[src/rtl/aes_out_stream.sv]
// aes_out_stream
// Drains the AES output FIFO once the controller reports completion and
// streams every 128-bit block as four 32-bit AXI4-Stream beats. Beat 0 is
// the most significant word. TLAST marks the final beat of the final block.
//
// Optional build macro: AES_OUT_PREFETCH_EN
//   defined   - adds a 128-bit hold buffer. The read for the next block is
//               issued while the current block streams, so consecutive
//               blocks are sent without bubbles.
//   undefined - every block boundary passes through FETCH and LOAD, which
//               leaves TVALID low for two cycles.
module aes_out_stream #(
    parameter int OUT_FIFO_ADDR_WIDTH  = 9,
    parameter int OUT_FIFO_DATA_WIDTH  = 128,
    parameter int C_M_AXIS_TDATA_WIDTH = 32
) (
    input  logic                            clk,
    input  logic                            reset,
    input  logic                            en,
    input  logic [OUT_FIFO_ADDR_WIDTH-1:0]  blk_cnt,
    output logic                            out_fifo_r_e,
    output logic [OUT_FIFO_ADDR_WIDTH-1:0]  out_fifo_addr,
    input  logic [0:OUT_FIFO_DATA_WIDTH-1]  out_fifo_data,
    output logic [C_M_AXIS_TDATA_WIDTH-1:0] m_axis_tdata,
    output logic                            m_axis_tvalid,
    input  logic                            m_axis_tready,
    output logic                            m_axis_tlast,
    output logic                            busy,
    output logic                            en_o
);

    localparam int AW    = OUT_FIFO_ADDR_WIDTH;
    localparam int DW    = OUT_FIFO_DATA_WIDTH;
    localparam int TW    = C_M_AXIS_TDATA_WIDTH;
    localparam int BEATS = DW / TW;

    localparam logic [AW-1:0] ONE       = AW'(1);
    localparam logic [1:0]    LAST_BEAT = 2'(BEATS - 1);
`ifdef AES_OUT_PREFETCH_EN
    localparam logic [AW-1:0] TWO       = AW'(2);
`endif

    typedef enum logic [2:0] {
        ST_IDLE,
        ST_FETCH,
        ST_LOAD,
        ST_SEND,
        ST_DONE
    } state_t;

    state_t          state_reg;
    logic [AW-1:0]   blk_cnt_reg;
    logic [AW-1:0]   rd_ptr_reg;     // address of the most recent FIFO read
    logic [AW-1:0]   send_idx_reg;   // block currently on the stream
    logic [AW-1:0]   addr_reg;
    logic            r_e_reg;
    logic            tvalid_reg;
    logic            busy_reg;
    logic            en_o_reg;
    logic [1:0]      beat_reg;
    logic [0:DW-1]   shift_reg;
    logic [0:DW-1]   shift_next;
    logic            handshake;
    logic            last_blk;

`ifdef AES_OUT_PREFETCH_EN
    logic [0:DW-1]   hold_reg;
    logic            fetch_d_reg;    // FIFO read data is valid this cycle
`endif

    assign handshake = tvalid_reg & m_axis_tready;
    assign last_blk  = (send_idx_reg + ONE) == blk_cnt_reg;

    // Shift the block up by one word; the word that falls off was just sent.
    genvar gi;
    generate
        for (gi = 0; gi < BEATS; gi++) begin : g_shift
            if (gi < BEATS - 1) begin : g_move
                assign shift_next[gi*TW +: TW] = shift_reg[(gi+1)*TW +: TW];
            end else begin : g_fill
                assign shift_next[gi*TW +: TW] = '0;
            end
        end
    endgenerate

    assign out_fifo_r_e  = r_e_reg;
    assign out_fifo_addr = addr_reg;
    assign m_axis_tdata  = shift_reg[0:TW-1];
    assign m_axis_tvalid = tvalid_reg;
    // Derived only from registers, so it stays stable while the sink stalls.
    assign m_axis_tlast  = tvalid_reg && (beat_reg == LAST_BEAT) && last_blk;
    assign busy          = busy_reg;
    assign en_o          = en_o_reg;

`ifdef AES_OUT_PREFETCH_EN
    // Capture prefetched FIFO data one cycle after each read is sampled.
    always_ff @(posedge clk) begin
        if (reset) begin
            hold_reg    <= '0;
            fetch_d_reg <= 1'b0;
        end else begin
            fetch_d_reg <= r_e_reg;
            if (fetch_d_reg) begin
                hold_reg <= out_fifo_data;
            end
        end
    end
`endif

    // Main control FSM: start handshake, FIFO reads, beat sequencing, done pulse.
    always_ff @(posedge clk) begin
        if (reset) begin
            state_reg    <= ST_IDLE;
            blk_cnt_reg  <= '0;
            rd_ptr_reg   <= '0;
            send_idx_reg <= '0;
            addr_reg     <= '0;
            r_e_reg      <= 1'b0;
            tvalid_reg   <= 1'b0;
            busy_reg     <= 1'b0;
            en_o_reg     <= 1'b0;
            beat_reg     <= '0;
            shift_reg    <= '0;
        end else begin
            case (state_reg)
                ST_IDLE: begin
                    en_o_reg <= 1'b0;
                    if (en) begin
                        busy_reg    <= 1'b1;
                        blk_cnt_reg <= blk_cnt;
                        if (blk_cnt != '0) begin
                            rd_ptr_reg   <= '0;
                            send_idx_reg <= '0;
                            addr_reg     <= '0;
                            r_e_reg      <= 1'b1;
                            state_reg    <= ST_FETCH;
                        end else begin
                            state_reg    <= ST_DONE;
                        end
                    end
                end

                ST_FETCH: begin
                    r_e_reg   <= 1'b0;
                    state_reg <= ST_LOAD;
                end

                ST_LOAD: begin
                    shift_reg  <= out_fifo_data;
                    beat_reg   <= '0;
                    tvalid_reg <= 1'b1;
                    state_reg  <= ST_SEND;
`ifdef AES_OUT_PREFETCH_EN
                    // Start the next block's read as this block goes out.
                    if (!last_blk) begin
                        r_e_reg    <= 1'b1;
                        addr_reg   <= rd_ptr_reg + ONE;
                        rd_ptr_reg <= rd_ptr_reg + ONE;
                    end
`endif
                end

                ST_SEND: begin
`ifdef AES_OUT_PREFETCH_EN
                    r_e_reg <= 1'b0;
`endif
                    if (handshake) begin
                        if (beat_reg != LAST_BEAT) begin
                            beat_reg  <= beat_reg + 2'd1;
                            shift_reg <= shift_next;
                        end else if (last_blk) begin
                            // Done pulse and busy release share this edge.
                            tvalid_reg <= 1'b0;
                            en_o_reg   <= 1'b1;
                            busy_reg   <= 1'b0;
                            state_reg  <= ST_DONE;
                        end else begin
                            send_idx_reg <= send_idx_reg + ONE;
`ifdef AES_OUT_PREFETCH_EN
                            // Next block is already in the hold buffer.
                            shift_reg <= hold_reg;
                            beat_reg  <= '0;
                            if ((send_idx_reg + TWO) != blk_cnt_reg) begin
                                r_e_reg    <= 1'b1;
                                addr_reg   <= rd_ptr_reg + ONE;
                                rd_ptr_reg <= rd_ptr_reg + ONE;
                            end
`else
                            tvalid_reg <= 1'b0;
                            rd_ptr_reg <= rd_ptr_reg + ONE;
                            addr_reg   <= rd_ptr_reg + ONE;
                            r_e_reg    <= 1'b1;
                            state_reg  <= ST_FETCH;
`endif
                        end
                    end
                end

                ST_DONE: begin
                    // A streamed transfer enters DONE with en_o already high.
                    // A zero-block request arrives here with en_o low, so the
                    // pulse is raised here and cleared on the following cycle.
                    if (!en_o_reg) begin
                        en_o_reg <= 1'b1;
                        busy_reg <= 1'b0;
                    end else begin
                        en_o_reg  <= 1'b0;
                        state_reg <= ST_IDLE;
                    end
                end

                default: begin
                    state_reg <= ST_IDLE;
                end
            endcase
        end
    end

endmodule

[config.mk]
export PLATFORM = sky130hd
export DESIGN_NAME = aes_out_stream
export DESIGN_NICKNAME = d
export VERILOG_FILES = /design/src/rtl/aes_out_stream.sv
export SDC_FILE = /design/constraint.sdc
export NUM_CORES = 1
export LEC_CHECK = 0
export CAP_MARGIN = 5
export CORE_MARGIN = 2
export CORE_UTILIZATION = 45
export DETAILED_ROUTE_END_ITERATION = 10
export GPL_ROUTABILITY_DRIVEN = 0
export PLACE_DENSITY = 0.77
export SLEW_MARGIN = 10
export SYNTH_ARGS = -nofsm -noshare
export SYNTH_HDL_FRONTEND = slang
export SYNTH_SLANG_ARGS = --single-unit
[constraint.sdc]
create_clock -name clk -period 2.72 [get_ports clk]
set_input_delay 0.544 -clock clk [delete_from_list [all_inputs] [get_ports clk]]
set_output_delay 0.544 -clock clk [all_outputs]
set_load 0.03 [all_outputs]
==> flow_summary.toml, run 1 <==
[timing]
slew_headroom = 0.494
fmax_ghz = 0.355
period_share = 1.04
slew_viol_final = 0
min_period_ns = 2.82
setup_viol = 1
rsz0062_at_grt = "true"
setup_tns_ns = -0.0966
worst_pin_slew_ns = 0.759
worst_slack_ns = -0.0966
hold_viol_final = 0
worst_clock_skew_ns = 0.00790

[power_and_ir_drop]
irDropWorstVdd_mv = 0.499
intPower_uw = 5980
swShare = 0.377
power_frac_clock = 0.243
p_leak_uw = 0.00366
comb_power_share = 0.383
p_seq_frac = 0.374
p_per_area_nw_per_um2 = 963
switchingPower_uw = 3620

[logic_synthesis]
synth-simple-area-share = 0.251
yosys_warnings = 0
syn_area_um2 = 7410
synth_edf_count = 0
synth_area_leader_cell = "dfxtp_1"
synthArstFlopShare = 0
synth_xor_area_frac = 0.0177
synth_area_leaders = "dfxtp_1 (44%), nand2_1 (12%), a311oi_1 (11%)"
synth_flop_cell = "dfxtp_1"
synthMuxAreaShare = 0.00541
syn_nets = 1084
synthDistinctLibCells = 51
synth-compound-area-share = 0.200
synth_area_per_cell_um2 = 7.88
seq_area_frac_synth = 0.443
synth_top_family_by_area = "simple AND/OR/NAND/NOR gates"
ys_ff_latch = 164
synth_cells = 940
synthAdderAreaFrac = 0.00507
synth.top_cell.area_share = 0.443

[cts]
cts_tree = "done"
cts.sinks = 164
cts_made_buffers = 17
cts_max_level = 4
path_clk_slew_ns = 0.06
clk_path_buf_depth = 2
root_buffer = "clkbuf_16"
worstSkewPairLatency_ns = 0.42

[finish]
drive_gt1_frac = 0.0816
utilization = 0.623
largest_reg_flops = 128
seqCellArea_um2 = 3290
layout.nets = 1210
nFillCells = 1425
multi_input_area_um2 = 3620
diodes = 0
final_cells = 1295
syn_to_final_growth_pct = 34.5

[die]
start_util = 0.463
ios = 187
fp.dieW_um = 132
rows = 46
fp.dieArea_um2 = 17500
die_h_um = 132
placeableCoreArea_um2 = 16000

[route]
postRouteAntennaNets = 0
drt_iter0_markers = 708
drc = 0
avgRoutedWirePerCell_um = 16.3
wl_met2_um = 9250
top_layer = "met4"
first_pass_iters = 5
wirelength_um = 21200
wl_met1_um = 10400
vias = 7069
wl_met3_um = 1140
vias_per_cell = 5.46

[global_routing]
grt_pass1_vias = 6512
overflow = 0
grt_pass1_wl_um = 33900
antenna_found_initial = 0
grt_max_degree = 131
grt_use_total = 0.239

[setup_path]
critical_path_class = "flip-flop to primary output"
start_kind = "flip-flop"
critPathMaxFanout = 5
worstPathRequired_ns = 2.18
crit_path_end_kind = "primary output"
cp_data_arrival_time_ns = 2.27

[min_path]
hp-class = "flip-flop to flip-flop"

[place]
dp.cells = 1253
hpwl_um = 14200
portBuffers = 186

[run_status]
status = "finished, violations left"
violations = "setup timing"

[run]
maxCapViolCount = 0
## layout by cell type (no fill, tap or decap), types with 3 or more instances in the layout
master           Yosys  final
nand2_1            238    238
clkdlybuf4s50_1      0    184
dfxtp_1            164    159
nor2_1             146    144
a311oi_1            96     96
a22oi_1             33     33
buf_4               33     25
a21oi_1             24     23
clkbuf_16            0     17
nand3_1             15     14
inv_1                9      9
nor3_1               9      9
xnor2_1             11      8
nand4_1              7      7
o21ai_0              6      6
a21o_1               5      5
buf_12               0      5
and3_1               4      4
mux2i_1              4      4
nand2b_1             4      4
inv_6                0      4
clkinvlp_4           0      4
xor2_1               4      3
xnor2_2              0      3
nand3b_1             3      3
clkinv_2             0      3
nor4_1               3      3
a221o_1              3      3
a211oi_1             3      3
a211o_1              3      3
a31oi_1              3      3
buf_6                0      3
dfxtp_2              0      3
## final cells by class
type                    count  area share
repair buffers            217       0.217
well taps                 216      0.0271
multi-input cells         656       0.363
clock inverters            13      0.0123
inverters                  10     0.00389
clock buffers              19      0.0455
flip-flops and latches    164       0.331
## cells by family after synthesis
family                   after synthesis
AO/OA/AOI/OAI                        188
XOR/XNOR                              15
adder cells (fa/ha/maj)                3
buffers and inverters                120
flip-flops                           164
multiplexers                           4
AND/OR/NAND/NOR                      446
## repair_timing
item / CTS / global route
gates resized for setup: 12 / 4
buffers inserted: 7 / 3
pin swaps: 5 / 3
setup endpoints to repair: 1 / 1
hold buffers: 0 / 0
hold endpoints to repair: 0 / 0
## synth_stat cells, drive strengths merged, types with 3 or more instances
| library cell | count |
|---|---|
| mux2i | 4 |
| a21oi | 25 |
| nor3 | 10 |
| and3 | 5 |
| buf | 38 |
| nand4 | 7 |
| ha | 3 |
| inv | 10 |
| nand3b | 3 |
| xor2 | 4 |
| a22oi | 33 |
| nor4 | 4 |
| nand2b | 4 |
| a21o | 5 |
| nand2 | 239 |
| o21ai | 6 |
| a31o | 3 |
| nor2 | 146 |
| nand3 | 15 |
| a31oi | 3 |
| clkbuf | 72 |
| a221o | 3 |
| dfxtp | 164 |
| a211o | 3 |
| a311oi | 96 |
| xnor2 | 11 |
| a211oi | 3 |
## routing by layer
layer	global-route usage	vias to the layer above
li1	-	3520
met1	0.355	3281
met5	0	-
met3	0.0369	23
met2	0.352	245
met4	0.0795	0
## critical path, stage by stage, from the launching register on
cell and delay (ns):
dfxtp_4 0.37, ha_4 0.18, nand3_4 0.10, xnor2_2 0.15
or4_4 0.53, nor3_4 0.23, nand2_4 0.08, nor2_4 0.08
buf_6 0.13
## worst paths after layout
path	slack [ns]	endpoint	from	cells after the start
max reg2reg	0.09	out_fifo_addr[4]$_SDFFE_PP0P_	send_idx_reg[2]$_SDFFE_PP0P_	12
min reg2reg	0.46	out_fifo_r_e$_SDFFE_PP0P_	out_fifo_r_e$_SDFFE_PP0P_	2
min	0.46	out_fifo_r_e$_SDFFE_PP0P_	out_fifo_r_e$_SDFFE_PP0P_	2
max	-0.1	m_axis_tlast	send_idx_reg[1]$_SDFFE_PP0P_	8
## power groups by stage
stage	Sequential, uW	Clock (uW)	Combinational [uW]
6_report	3580	2330	3680
5_1_grt	3670	2460	4060
4_1_cts	3570	2360	3660
3_5_place_dp	3620	0	3610
3_3_place_gp	3590	0	3550
2_1_floorplan	3510	0	2680
## per-stage QoR
step	hold WS [ns]	instance area (um^2)	setup slack, ns	power (uW)
after floorplan	0.436	7420	0.0455	6190
after global placement	0.444	9240	0.212	7130
after detailed placement	0.451	9240	0.140	7230
after CTS	0.463	9920	-0.0261	9590
after global routing	0.484	9960	-0.167	10200
final	0.463	9960	-0.0966	9600
Power figures use the tool's default switching activity.
==> run 2, diff against run 1 <==
- CTS_CLUSTER_DIAMETER: unset -> 60
- SLEW_MARGIN: 10 -> 15
==> results of run 2 <==
Same layout as run 1: the final DEF is identical, and so are final timing and power.
==> RTL edit 1, RTL diff (config.mk and constraints of run 2) <==
The parameter `OUT_FIFO_ADDR_WIDTH` goes from 9 to 7.
--- a/src/rtl/aes_out_stream.sv
+++ b/src/rtl/aes_out_stream.sv
@@ -10,7 +10,7 @@
 //   undefined - every block boundary passes through FETCH and LOAD, which
 //               leaves TVALID low for two cycles.
 module aes_out_stream #(
-    parameter int OUT_FIFO_ADDR_WIDTH  = 9,
+    parameter int OUT_FIFO_ADDR_WIDTH  = 7,
     parameter int OUT_FIFO_DATA_WIDTH  = 128,
     parameter int C_M_AXIS_TDATA_WIDTH = 32
 ) (
Interface: changed (resized blk_cnt and out_fifo_addr); port bits go from 187 to 183. The function was not compared with the original's and may differ.
==> RTL edit 1 against run 2 <==
- worst setup slack improved by 150 ps
- total power fell by 23%
- global-route usage decreased by 1.4 points
- area after synthesis is 4.6% lower
- wire length decreased by 10%
- highest routed layer unchanged
- synthesized cell count down 3.2%
- largest power group is now registers
- sequential cell count down 6
- critical path depth down 1
- critical endpoint unchanged
- fmax increased by 5.5%
- via count down 6.4%
- clock skew about the same
- register-to-register slack better by 290 ps
- final area is 4.9% lower
- core utilization fell by 0.20 points
==> RTL edit 1: results <==
run_status:
  status: "complete, no violations"
synth:
  syn_avg_cell_area_um2: 7.77
  synthMuxAreaShare_pct: 0.283
  ys_top_cells_by_count: "nand2_1 (245), dfxtp_1 (158), nor2_1 (111), a311oi_1 (96), clkbuf_1 (60)"
  synth.area.top_cells: "dfxtp_1 (45%), nand2_1 (13%), a311oi_1 (12%)"
  synth.yosys.seq_area_share_pct: 44.8
  synth_xor_area_share_pct: 0.991
pwr:
  power_density_mw_per_mm2: 779
  comb_power_share_pct: 28.1
  clkPwrFrac_pct: 31.6
  leakage_uw: 0.00340
placed_design:
  dpl.hpwl_um: 13200
  post-place-ws_ps: 172
  io_buffer_count: 182
  placed_cells: 1215
sta:
  slew_headroom_pct: 49.6
  post-route-period-util_pct: 98.2
  finClkSkew_ps: 7.54
  fin_hold_ws_ps: 450
global_routing:
  grt_usage_pct: 22.5
  grt_pass1_wl_um: 29600
  antenna_found_initial: 1
cells_and_area:
  drive_above_1_share_pct: 6.47
critical_path:
  rr_worst_depth: 9
  cp_data_arrival_time_ps: 2130
  rr_endpoint: "send_idx_reg[0]$_SDFFE_PP0P_"
  r2r_slack_ps: 380
drt:
  wire_per_inst_um: 15.2
  vias_per_cell: 5.31
  drt-initial-drc-count: 413
hold_path:
  hold_end: "shift_reg[105]$_SDFFE_PP0P_"
  hp-start: "shift_reg[105]$_SDFFE_PP0P_"
clock_network:
  cts_sinks: 158
  cts_resized: 6
## RTL edit 1: cell types whose count changed after synthesis, moves of 8 or more
cell,before,now
a21oi_1,24,44
a22oi_1,33,1
clkbuf_1,72,60
nand3_1,15,39
nor2_1,146,111
o21ai_0,6,14
## RTL edit 1: per-layer routing
metal / track usage [%] / part of all wire, % / vias up
li1: - / - / 3362
met1: 33.3 / 49 / 3029
met2: 31.7 / 43 / 197
met3: 4.38 / 6.1 / 28
met4: 9.53 / 2.4 / 0
met5: 0 / 0 / -
## RTL edit 1: cell type report
class / count / area [um2]
fill: 1382 / 5790
multi-input combinational: 634 / 3360
sequential: 158 / 3170
timing repair buffer: 203 / 2060
clock buffer: 24 / 492
tap: 211 / 264
clock inverter: 6 / 83.8
inverter: 10 / 37.5
antenna: 1 / 2.50
## RTL edit 1: worst max-delay path, cell delays in order (launching register included)
cell	delay, ps
dfxtp_2	340
ha_4	190
nor2b_1	130
or3_1	320
a311oi_2	250
nand2_1	140
nor2_1	150
buf_4	180
==> RTL edit 2, RTL diff (flow settings as in run 2) <==
Without the edit above. Encoding of `state_t`: now one-hot (5 bits for 5 states).
--- a/src/rtl/aes_out_stream.sv
+++ b/src/rtl/aes_out_stream.sv
@@ -40,12 +40,12 @@
     localparam logic [AW-1:0] TWO       = AW'(2);
 `endif
 
-    typedef enum logic [2:0] {
-        ST_IDLE,
-        ST_FETCH,
-        ST_LOAD,
-        ST_SEND,
-        ST_DONE
+    typedef enum logic [4:0] {
+        ST_IDLE  = 5'b00001,
+        ST_FETCH = 5'b00010,
+        ST_LOAD  = 5'b00100,
+        ST_SEND  = 5'b01000,
+        ST_DONE  = 5'b10000
     } state_t;
 
     state_t          state_reg;
Behaviour: no difference found for any inputs over 4 cycles, from zero or initial values and one cycle with reset high; so few cycles prove little.
==> RTL edit 2 against run 2 <==
- wire length increased by 0.34%
- first-iteration DRC count decreased by 16%
- sequential cell count rose by 2
- critical path depth stayed put
- register-to-register slack improved by 360 ps
- cell count grew 0.39%
- final area is 0.19% higher
- area after synthesis is 1.3% higher
- worst setup slack improved by 160 ps
Power is not compared: it rests on default switching activity, and its combinational part moved more than twofold at a synthesized area within 25%.
==> RTL edit 2: results <==
run_status:
  status: "complete, no violations"
placed_design:
  placed_cells: 1262
  dpl-instance-area_mm2: 0.00932
  dpl.hpwl_um: 14600
  post-place-ws_ps: 248
cells_and_area:
  signal_buffers: 209
  register_area_mm2: 0.00333
  antenna_cells: 3
  clkbuf_count: 22
  layout.comb_gates.multi_input: 666
  clock_area_share_pct: 5.70
  drive_above_1_share_pct: 7.89
  n_all_inverters: 4
  buffer_area_share_pct: 21.2
  nNetsFinal: 1208
drt:
  dr_wl_met2_um: 8950
  drt-initial-drc-count: 594
  vias_per_cell: 5.48
sta:
  slew_headroom_pct: 45.0
  finClkSkew_ps: 16.6
  post-route-period-util_pct: 97.8
synth:
  ys_top_cells_by_count: "nand2_1 (220), dfxtp_1 (166), nor2_1 (148), a311oi_1 (96), clkbuf_1 (53)"
  syn_avg_cell_area_um2: 7.90
  synth.yosys.seq_area_share_pct: 44.3
  syn-num-nets: 1093
  synth_cell_types: 49
  ys_seq_elements: 166
global_routing:
  antenna_found_initial: 3
  grt_start_max_net_pins: 80
  grt_pass1_wl_um: 33500
  met1_usage_pct: 34.2
critical_path:
  cp_data_arrival_time_ps: 2110
  worstPathMaxFanout: 7
  rr_endpoint: "shift_reg[41]$_SDFFE_PP0P_"
  rr_worst_depth: 7
  r2r_slack_ps: 450
floorplan:
  die_x_um: 133
RTL edit 2: cell count changes after synthesis, sizes merged, moves of 6 or more:
cell / change
buf: +22
nand4b: +9
o21ai: +36
a21oi: +8
inv: -6
nand2: -19
clkbuf: -19
RTL edit 2: cells by family after synthesis:
family,after synthesis,share of synthesized area (%)
simple gates,429,23.9
compound gates,220,21.6
flops,166,44.3
buf+inv,117,7.99
xor+xnor,14,1.73
fa+ha+maj,3,0.500
RTL edit 2: timing repair:
action,4_1_cts,5_1_grt
buffers inserted,1,2
resized for setup,5,10
setup endpoints to repair,1,1
pin swaps,2,3
gates cloned,0,0
RTL edit 2: power breakdown:
| part | leakage, uW | internal (uW) | switching, uW |
|---|---|---|---|
| clock network | 0.000265 | 1340 | 993 |
| logic | 0.00186 | 250 | 180 |
| registers | 0.00134 | 2450 | 19.1 |
| total | 0.00347 | 4030 | 1190 |
RTL edit 2: worst min path at each step:
stage,end,from,depth (start not counted),slack [ps]
after floorplan,beat_reg[1]$_SDFFE_PP0P_,beat_reg[1]$_SDFFE_PP0P_,2,440
after global placement,beat_reg[1]$_SDFFE_PP0P_,beat_reg[1]$_SDFFE_PP0P_,2,440
after detailed placement,beat_reg[1]$_SDFFE_PP0P_,beat_reg[1]$_SDFFE_PP0P_,2,460
after CTS,beat_reg[1]$_SDFFE_PP0P_,beat_reg[1]$_SDFFE_PP0P_,2,470
after global routing,shift_reg[61]$_SDFFE_PP0P_,shift_reg[93]$_SDFFE_PP0P_,2,490
final,beat_reg[1]$_SDFFE_PP0P_,beat_reg[1]$_SDFFE_PP0P_,2,460
RTL edit 2: critical path, cell delays in order (launching register included):
cell,delay (ps)
dfxtp_4,370
ha_4,170
nand3_1,130
xnor2_1,150
o31ai_1,270
and3_4,260
o21ai_2,80
nor2_2,110
buf_6,140
